$ cat src/rtl/prio_enc_pkg.sv
// Shared definitions for the scanning priority encoder: FSM states, mode
// encodings, the WIDTH legality rule and the 4:2 leaf encoder.
package prio_enc_pkg;

    typedef enum logic [0:0] {
        IDLE = 1'b0,
        EMIT = 1'b1
    } state_t;

    localparam logic MODE_SINGLE = 1'b0;
    localparam logic MODE_SCAN   = 1'b1;

    // Legal widths are the powers of four from 16 to 256.
    function automatic bit width_is_legal(input int w);
        return (w == 16) || (w == 64) || (w == 256);
    endfunction

    // Highest-index-wins 4:2 encoder; an all-zero input encodes to 0.
    function automatic logic [1:0] enc4(input logic [3:0] v);
        logic [1:0] r;
        if (v[3]) begin
            r = 2'd3;
        end else if (v[2]) begin
            r = 2'd2;
        end else if (v[1]) begin
            r = 2'd1;
        end else begin
            r = 2'd0;
        end
        return r;
    endfunction

endpackage

$ cat src/rtl/prio_enc_tree.sv
// Combinational highest-index-wins encoder built as a recursive tree of 4:2
// encoders; each level picks the highest non-empty quarter.
module prio_enc_tree
    import prio_enc_pkg::*;
#(
    parameter int WIDTH = 64,
    parameter int IW    = $clog2(WIDTH)
) (
    input  logic [WIDTH-1:0] vec,
    output logic [IW-1:0]    idx,
    output logic             any
);

    if (WIDTH == 4) begin : g_leaf
        assign idx = enc4(vec);
        assign any = |vec;
    end else begin : g_node
        localparam int QW  = WIDTH / 4;
        localparam int SIW = IW - 2;

        logic [SIW-1:0] sub_idx [4];
        logic [3:0]     sub_any;
        logic [1:0]     sel;

        for (genvar g = 0; g < 4; g++) begin : g_sub
            prio_enc_tree #(.WIDTH(QW)) u_sub (
                .vec (vec[g*QW +: QW]),
                .idx (sub_idx[g]),
                .any (sub_any[g])
            );
        end

        assign sel = enc4(sub_any);
        assign any = |sub_any;
        assign idx = {sel, sub_idx[sel]};
    end

endmodule

$ cat src/rtl/prio_enc_scan.sv
// Priority encoder that reports either the winning requester or every active
// requester in descending index order, one result per handshake.
module prio_enc_scan
    import prio_enc_pkg::*;
#(
    parameter int WIDTH = 64,
    parameter int IW    = $clog2(WIDTH)
) (
    input  logic             clk,
    input  logic             rst_n,
    input  logic             flush,
    input  logic             in_valid,
    output logic             in_ready,
    input  logic [WIDTH-1:0] in_vec,
    input  logic             in_mode,
    output logic             out_valid,
    input  logic             out_ready,
    output logic [IW-1:0]    out_idx,
    output logic             out_none,
    output logic             out_last,
    output logic [IW:0]      out_seq
);

    if (!width_is_legal(WIDTH)) begin : g_bad_width
        $error("prio_enc_scan: WIDTH must be 16, 64 or 256");
    end

    localparam logic [WIDTH-1:0] VEC_ONE = WIDTH'(1);
    localparam logic [IW:0]      SEQ_ONE = (IW+1)'(1);

    state_t           state_r, state_n;
    logic [WIDTH-1:0] pending_r, pending_n;
    logic             mode_r, mode_n;
    logic [IW:0]      seq_r, seq_n;
    logic [IW-1:0]    win_idx_s;
    logic             any_s;
    logic             one_hot_s;
    logic             last_s;

    prio_enc_tree #(.WIDTH(WIDTH)) u_tree (
        .vec (pending_r),
        .idx (win_idx_s),
        .any (any_s)
    );

    // Clearing the lowest set bit leaves zero exactly when at most one bit was set.
    assign one_hot_s = any_s && ((pending_r & (pending_r - VEC_ONE)) == '0);
    assign last_s    = (mode_r == MODE_SINGLE) || !any_s || one_hot_s;

    // State, pending vector, mode and result ordinal registers.
    always_ff @(posedge clk or negedge rst_n) begin
        if (!rst_n) begin
            state_r   <= IDLE;
            pending_r <= '0;
            mode_r    <= MODE_SINGLE;
            seq_r     <= '0;
        end else begin
            state_r   <= state_n;
            pending_r <= pending_n;
            mode_r    <= mode_n;
            seq_r     <= seq_n;
        end
    end

    // Next-state logic; flush overrides any handshake in the same cycle.
    always_comb begin
        state_n   = state_r;
        pending_n = pending_r;
        mode_n    = mode_r;
        seq_n     = seq_r;
        if (flush) begin
            state_n   = IDLE;
            pending_n = '0;
            mode_n    = MODE_SINGLE;
            seq_n     = '0;
        end else begin
            case (state_r)
                IDLE: begin
                    if (in_valid) begin
                        state_n   = EMIT;
                        pending_n = in_vec;
                        mode_n    = in_mode;
                        seq_n     = '0;
                    end else begin
                        state_n = IDLE;
                    end
                end
                EMIT: begin
                    if (out_ready) begin
                        pending_n = pending_r & ~(VEC_ONE << win_idx_s);
                        seq_n     = seq_r + SEQ_ONE;
                        if (last_s) begin
                            state_n = IDLE;
                        end else begin
                            state_n = EMIT;
                        end
                    end else begin
                        state_n = EMIT;
                    end
                end
                default: begin
                    state_n = IDLE;
                end
            endcase
        end
    end

    // Result outputs are driven only while emitting and read as zero otherwise.
    always_comb begin
        in_ready  = 1'b0;
        out_valid = 1'b0;
        out_idx   = '0;
        out_none  = 1'b0;
        out_last  = 1'b0;
        out_seq   = '0;
        if (state_r == EMIT) begin
            out_valid = 1'b1;
            out_idx   = win_idx_s;
            out_none  = !any_s;
            out_last  = last_s;
            out_seq   = seq_r;
        end else begin
            in_ready = 1'b1;
        end
    end

endmodule

$ cat config.mk
export PLATFORM = sky130hd
export DESIGN_NAME = prio_enc_scan
export DESIGN_NICKNAME = d
export VERILOG_FILES = /design/src/rtl/prio_enc_pkg.sv /design/src/rtl/prio_enc_tree.sv /design/src/rtl/prio_enc_scan.sv
export SDC_FILE = /design/constraint.sdc
export NUM_CORES = 1
export LEC_CHECK = 0
export BUFFER_PORTS_ARGS = -buffer_cell sky130_fd_sc_hd__buf_2
export CORE_ASPECT_RATIO = 0.9
export CORE_MARGIN = 4
export CORE_UTILIZATION = 27
export DETAILED_ROUTE_END_ITERATION = 7
export PLACE_DENSITY = 0.55
export RECOVER_POWER = 25
export REMOVE_ABC_BUFFERS = 1
export SLEW_MARGIN = 0
export SYNTH_ARGS = -nofsm -noshare
export SYNTH_HDL_FRONTEND = slang
export SYNTH_SLANG_ARGS = --single-unit
$ cat constraint.sdc
create_clock -name clk -period 6.6 [get_ports clk]
set_input_delay 0.33 -clock clk [delete_from_list [all_inputs] [get_ports clk]]
set_output_delay 0.33 -clock clk [all_outputs]
set_load 0.005 [all_outputs]
* Word level (Yosys, flattened, before mapping) *
Index checks and enable logic that the tools add are counted.

word-level totals
  register bits after elaboration = 73
  input bits = 70
  output and inout bits = 17
  logic and storage cells = 149

operators by class
  add/subtract/negate cells = 2
  magnitude comparators = 5
  equality and inequality tests = 3
  shift operators = 1
  mux-type cells = 100
  bitwise logic cells = 10
  reductions and logical operators = 24

operators by type and width
  operator                 number
  $mux W64                 3
  $and A64 B64 Y64         2
  $pmux W64 S2             1
  $mux W2                  50
  $logic_not A64 Y1        1
  $not A64 Y64             1
  $reduce_or A64 Y1        1
  $shl A1 B6 Y64 const A   1
  $sub A64 B1 Y64 const B  1
  $reduce_or A16 Y1        3
  $reduce_or A4 Y1         12
  $mux W1                  32
  $mux W7                  4
  $bmux W2 S2              4
  $ge A3 B3 Y1 const B     5
  $not A2 Y3               5
  $pmux W7 S2              1
  $bmux W4 S2              1
  $mux W4                  2
  $add A7 B1 Y7 const B    1
  $mux W6                  1
  $ne A3 B3 Y1 const B     2
  $reduce_and A2 Y1        2
  $logic_or A1 B1 Y1       2
  other kinds (6)          7

* Longest topological paths before layout *
  depth in word-level cells = 17
  gate-level depth with buffers = 11

* By module *
Synthesis repeated with hierarchy kept, for this count alone.

second synthesis, totals
  cell total of the unflattened synthesis = 670
  area, all modules = 5455.2 sq um

by module, submodules not included
  module                                                                   times used  cells an instance  area each (sq um)
  prio_enc_scan                                                            1           526                4516.8
  prio_enc_tree at u_tree.g_node.g_sub[0].u_sub.g_node.g_sub[0].u_sub ...  16          4                  23.8
  prio_enc_tree at u_tree.g_node.g_sub[0].u_sub ...                        4           14                 90.1
  prio_enc_tree at u_tree                                                  1           24                 197.7

* Worst setup path after synthesis *
OpenSTA, ideal clock, no wires.

  kind = reg-to-output
  from = reg pending_r[34]
  to = out out_last
  arrival = 2488 ps
  required time = 6270 ps
  path slack = 3782 ps
  cell stages (with the launch flop) = 10
  path through = dfrtp_1 -> or4_1 -> buf_2 -> nor4_4 -> nand2_1 -> o31ai_1 -> nand4_1 -> a2111oi_0 -> and4_1 -> a22o_1

between the ends
  cells in the longest elaborated chain, start to end = 6

RTL lines
  item                    line                  source
  start, declared         prio_enc_scan.sv:32   logic [WIDTH-1:0] pending_r, pending_n;
  start signal, assigned  prio_enc_scan.sv:59   pending_r <= pending_n;
  $sub A64 B1 Y64         prio_enc_scan.sv:47   assign one_hot_s = any_s && ((pending_r & (pending_r - VEC_ONE)) == '0);
  $and A64 B64 Y64        prio_enc_scan.sv:47
  $logic_not A64 Y1       prio_enc_scan.sv:47
  $logic_and A1 B1 Y1     prio_enc_scan.sv:47
  $logic_or A1 B1 Y1 *    prio_enc_scan.sv:48   assign last_s = (mode_r == MODE_SINGLE) || !any_s || one_hot_s;
  $mux W1 *               prio_enc_scan.sv:116  if (state_r == EMIT) begin
  end, declared           prio_enc_scan.sv:20   output logic out_last,

Every way passes the cells marked *; elsewhere a longest branch is shown, timed or not.

* Final worst setup path *
  from = reg pending_r[4]
  to = out out_last

Same word-level chain as after synthesis.

==> reports/summary.txt <==
Status - complete, but fails checks
Failing checks - max-capacitance violations, max-slew violations
Post-synth EDFFs - 0
Class of the worst hold path - primary input to flop
Num ports - 87
Slew margin rel. - -173%
Sw Pwr - 0.629 mW
Area of the multi-input gates - 0.00324 mm^2
Die Area - 0.0219 mm^2
Starting DRC count in detailed routing - 603
Hold Fails Final Rpt - 0
Most common cell after layout, fill and taps aside - buf_2
Placed cells - 923
Post-layout util - 32.1%
Worst R2R Path Depth - 8
Combinational Power Share - 33.5%
Fraction of layout cells with a size suffix above 1 - 19.2%
FF-to-FF setup slack - 2.72 ns
Clk slew on worst S/H paths - 0.06 ns
Max clock buf depth - 2
Critical Path Start Type - flop
R2r endpoint - pending_r[60]
Hold_sp - in_vec[2]
Clock latency on the worst-skew pair - 0.35 ns
Initial antenna violation count - 0
VDD IR max - 0.0893 mV
Final period utilization - 62.4%
H-tree depth - 3
Gr ovfl total - 0
Post-synthesis area per instance - 8.45 um^2
Crit-path max FO - 6
CTS Buf Count - 9
P&R area growth vs syn - 16.8%
Reg-to-Reg Start - pending_r[34]
CP arrival - 3.79 ns
Largest net degree at the start of global routing - 74
# diodes - 0
1st-pass router iterations - 5
CTS tree - built
Flops & latches, synth - 73
Hold Crit Depth - 3
Via count - 5646
Leakage - 2.45 nW
Worst Path Required - 6.27 ns
Max Cap Viol - 1
Slew Viols, Final - 74
CTS root buf - clkbuf_16
Final Non-Filler Cells - 939
Sequential share of power - 35.5%
Die X - 156 um
Minimum clock period - 4.12 ns
Synth unique cells - 76
Core Footprint - 0.0192 mm^2
Unrepaired setup endpoints after global routing - false
Total Nets Final - 755
Critical path class - flop to output pin
Routability cong. - 0.979
Port bufs - 86
Total GRT Usage - 19.5%
Total power - 1.60 mW
Crit path capture type - output pin
Register area - 0.00183 mm^2
Async SR Flop Fraction - 100%
Initial Utilization - 27.5%
Synth Instances - 626
Clock sinks - 73
Post-route ant nets - 0
Most frequent cells in the layout - 85 x buf_2, 73 x dfrtp_1, 63 x nand2_1
Register area share after synthesis - 34.5%
Fmax - 243 MHz
Routed WL - 21100 um
DP HPWL - 15300 um
Setup TNS - 0 ns
# DRC - 0
Internal power - 0.970 mW
PwrDens - 259 mW/mm^2
Worst clock skew - 0.00605 ns
Die Y-Extent - 141 um
Hold Buf Count CTS - 0
Main synth FF type - dfrtp_1
Worst Hold End - pending_r[2]
Cells resized by post-CTS repair - 0
Fillers - 2074
First-pass GRT wire length - 33000 um
Clock share of power - 31.0%
Yosys warning count - 0
Tightest Pin Transition - 4.09 ns
Vias per cell - 6.01
Post-CTS Setup Bufs - 0
Cell Area, Synth - 0.00529 mm^2
Vias in the first global route - 5446
Wirelength per Cell - 22.5 um
Final setup fails - 0
FP Rows - 48
Sw Share - 39.4%
## flip-flops by register name (all words and copies together), names as in the netlist
name / count
mode_r: 1
state_r: 1
pending_r: 64
seq_r: 7
## worst max-delay path by stage
stage	from	endpoint	slack, ns	cells after the start
2_1_floorplan	state_r	pending_r[29]	2.40	7
3_3_place_gp	pending_r[33]	pending_r[60]	2.90	8
3_5_place_dp	pending_r[37]	pending_r[17]	2.82	8
4_1_cts	pending_r[4]	out_last	2.55	9
5_1_grt	rst_n	seq_r[0]	1.99	1
6_report	pending_r[4]	out_last	2.48	9
## stage by stage
stage | instance area (um^2) | hold WS [ns] | setup slack [ns]
finish | 6180 | 0.166 | 2.48
detailed placement | 5890 | 0.536 | 2.82
CTS | 6180 | 0.161 | 2.55
floorplan | 5090 | 0.0344 | 2.40
global placement | 5890 | 0.526 | 2.90
global route | 6180 | 0.165 | 1.99
## power groups by stage
stage / logic, mW / clock network [mW] / registers (mW)
2_1_floorplan: 0.332 / 0 / 0.544
3_3_place_gp: 0.529 / 0 / 0.571
3_5_place_dp: 0.523 / 0 / 0.572
4_1_cts: 0.527 / 0.505 / 0.564
5_1_grt: 0.581 / 0.522 / 0.575
6_report: 0.535 / 0.496 / 0.568
## kinds of logic (layout without fill, tap and decap cells)
group	count (synthesis)	in the layout	synth area share (%)
fa+ha+maj	3	3	0.615
buf+inv	55	118	4.52
xor+xnor	5	5	0.828
simple gates	270	270	28.8
compound gates	219	219	30.5
flops	73	73	34.5
mux	1	1	0.213
## worst max-delay path: stages, from the launching register on
cell       delay [ns]
dfrtp_1          0.46
or4_1            0.60
nor2_1           0.36
nand4_1          0.32
o41ai_1          0.70
o2111ai_1        0.20
nor3_1           0.21
and4_1           0.30
a22o_1           0.17
buf_2            0.11
## metal layers
| layer | vias up | part of all wire [%] | GRT usage, % |
|---|---|---|---|
| li1 | 2584 | - | - |
| met1 | 2760 | 49 | 29.6 |
| met2 | 277 | 41 | 27.3 |
| met3 | 25 | 8.4 | 5.00 |
| met4 | 0 | 1.7 | 4.93 |
| met5 | - | 0 | 0 |
## Yosys cell counts (all sizes together), types with 3 or more instances
master    n  area share (%)
o21ai    46             4.4
a31o      3            0.50
nand4b   11             1.8
a2111oi   3            0.50
or2       7            0.83
nor2     55             4.0
dfrtp    73              35
a31oi    10             1.3
clkbuf   34             2.4
a32o     23             4.4
a32oi     8             1.5
buf      10             1.3
a22oi    20             2.8
nor3     19             1.9
nor2b     7            0.83
o2111ai   3            0.50
o21bai   10             1.6
nand4    19             2.2
xor2      5            0.83
nor4     19             3.5
a211oi    7             1.2
o41ai     4            0.66
o31ai    13             1.8
nor3b     4            0.66
o311ai    7             1.2
o31a      5            0.83
a21oi    25             2.4
or3       5            0.69
and2     15             1.8
and4      3            0.50
nand3    12             1.2
o32ai     5            0.83
a2bb2oi   7             1.2
nand2    64             4.6
inv      10            0.71
and3      4            0.47
or4      19             2.7
o22ai     5            0.59
## area by class of cell
type                    count  area share [%]
inverters                  11           0.669
repair buffers             91            7.56
well taps                 250            5.06
clock inverters             3           0.648
multi-input cells         498            52.4
flip-flops and latches     73            29.6
clock buffers              13            4.05
(Power assumes the default switching activity.)
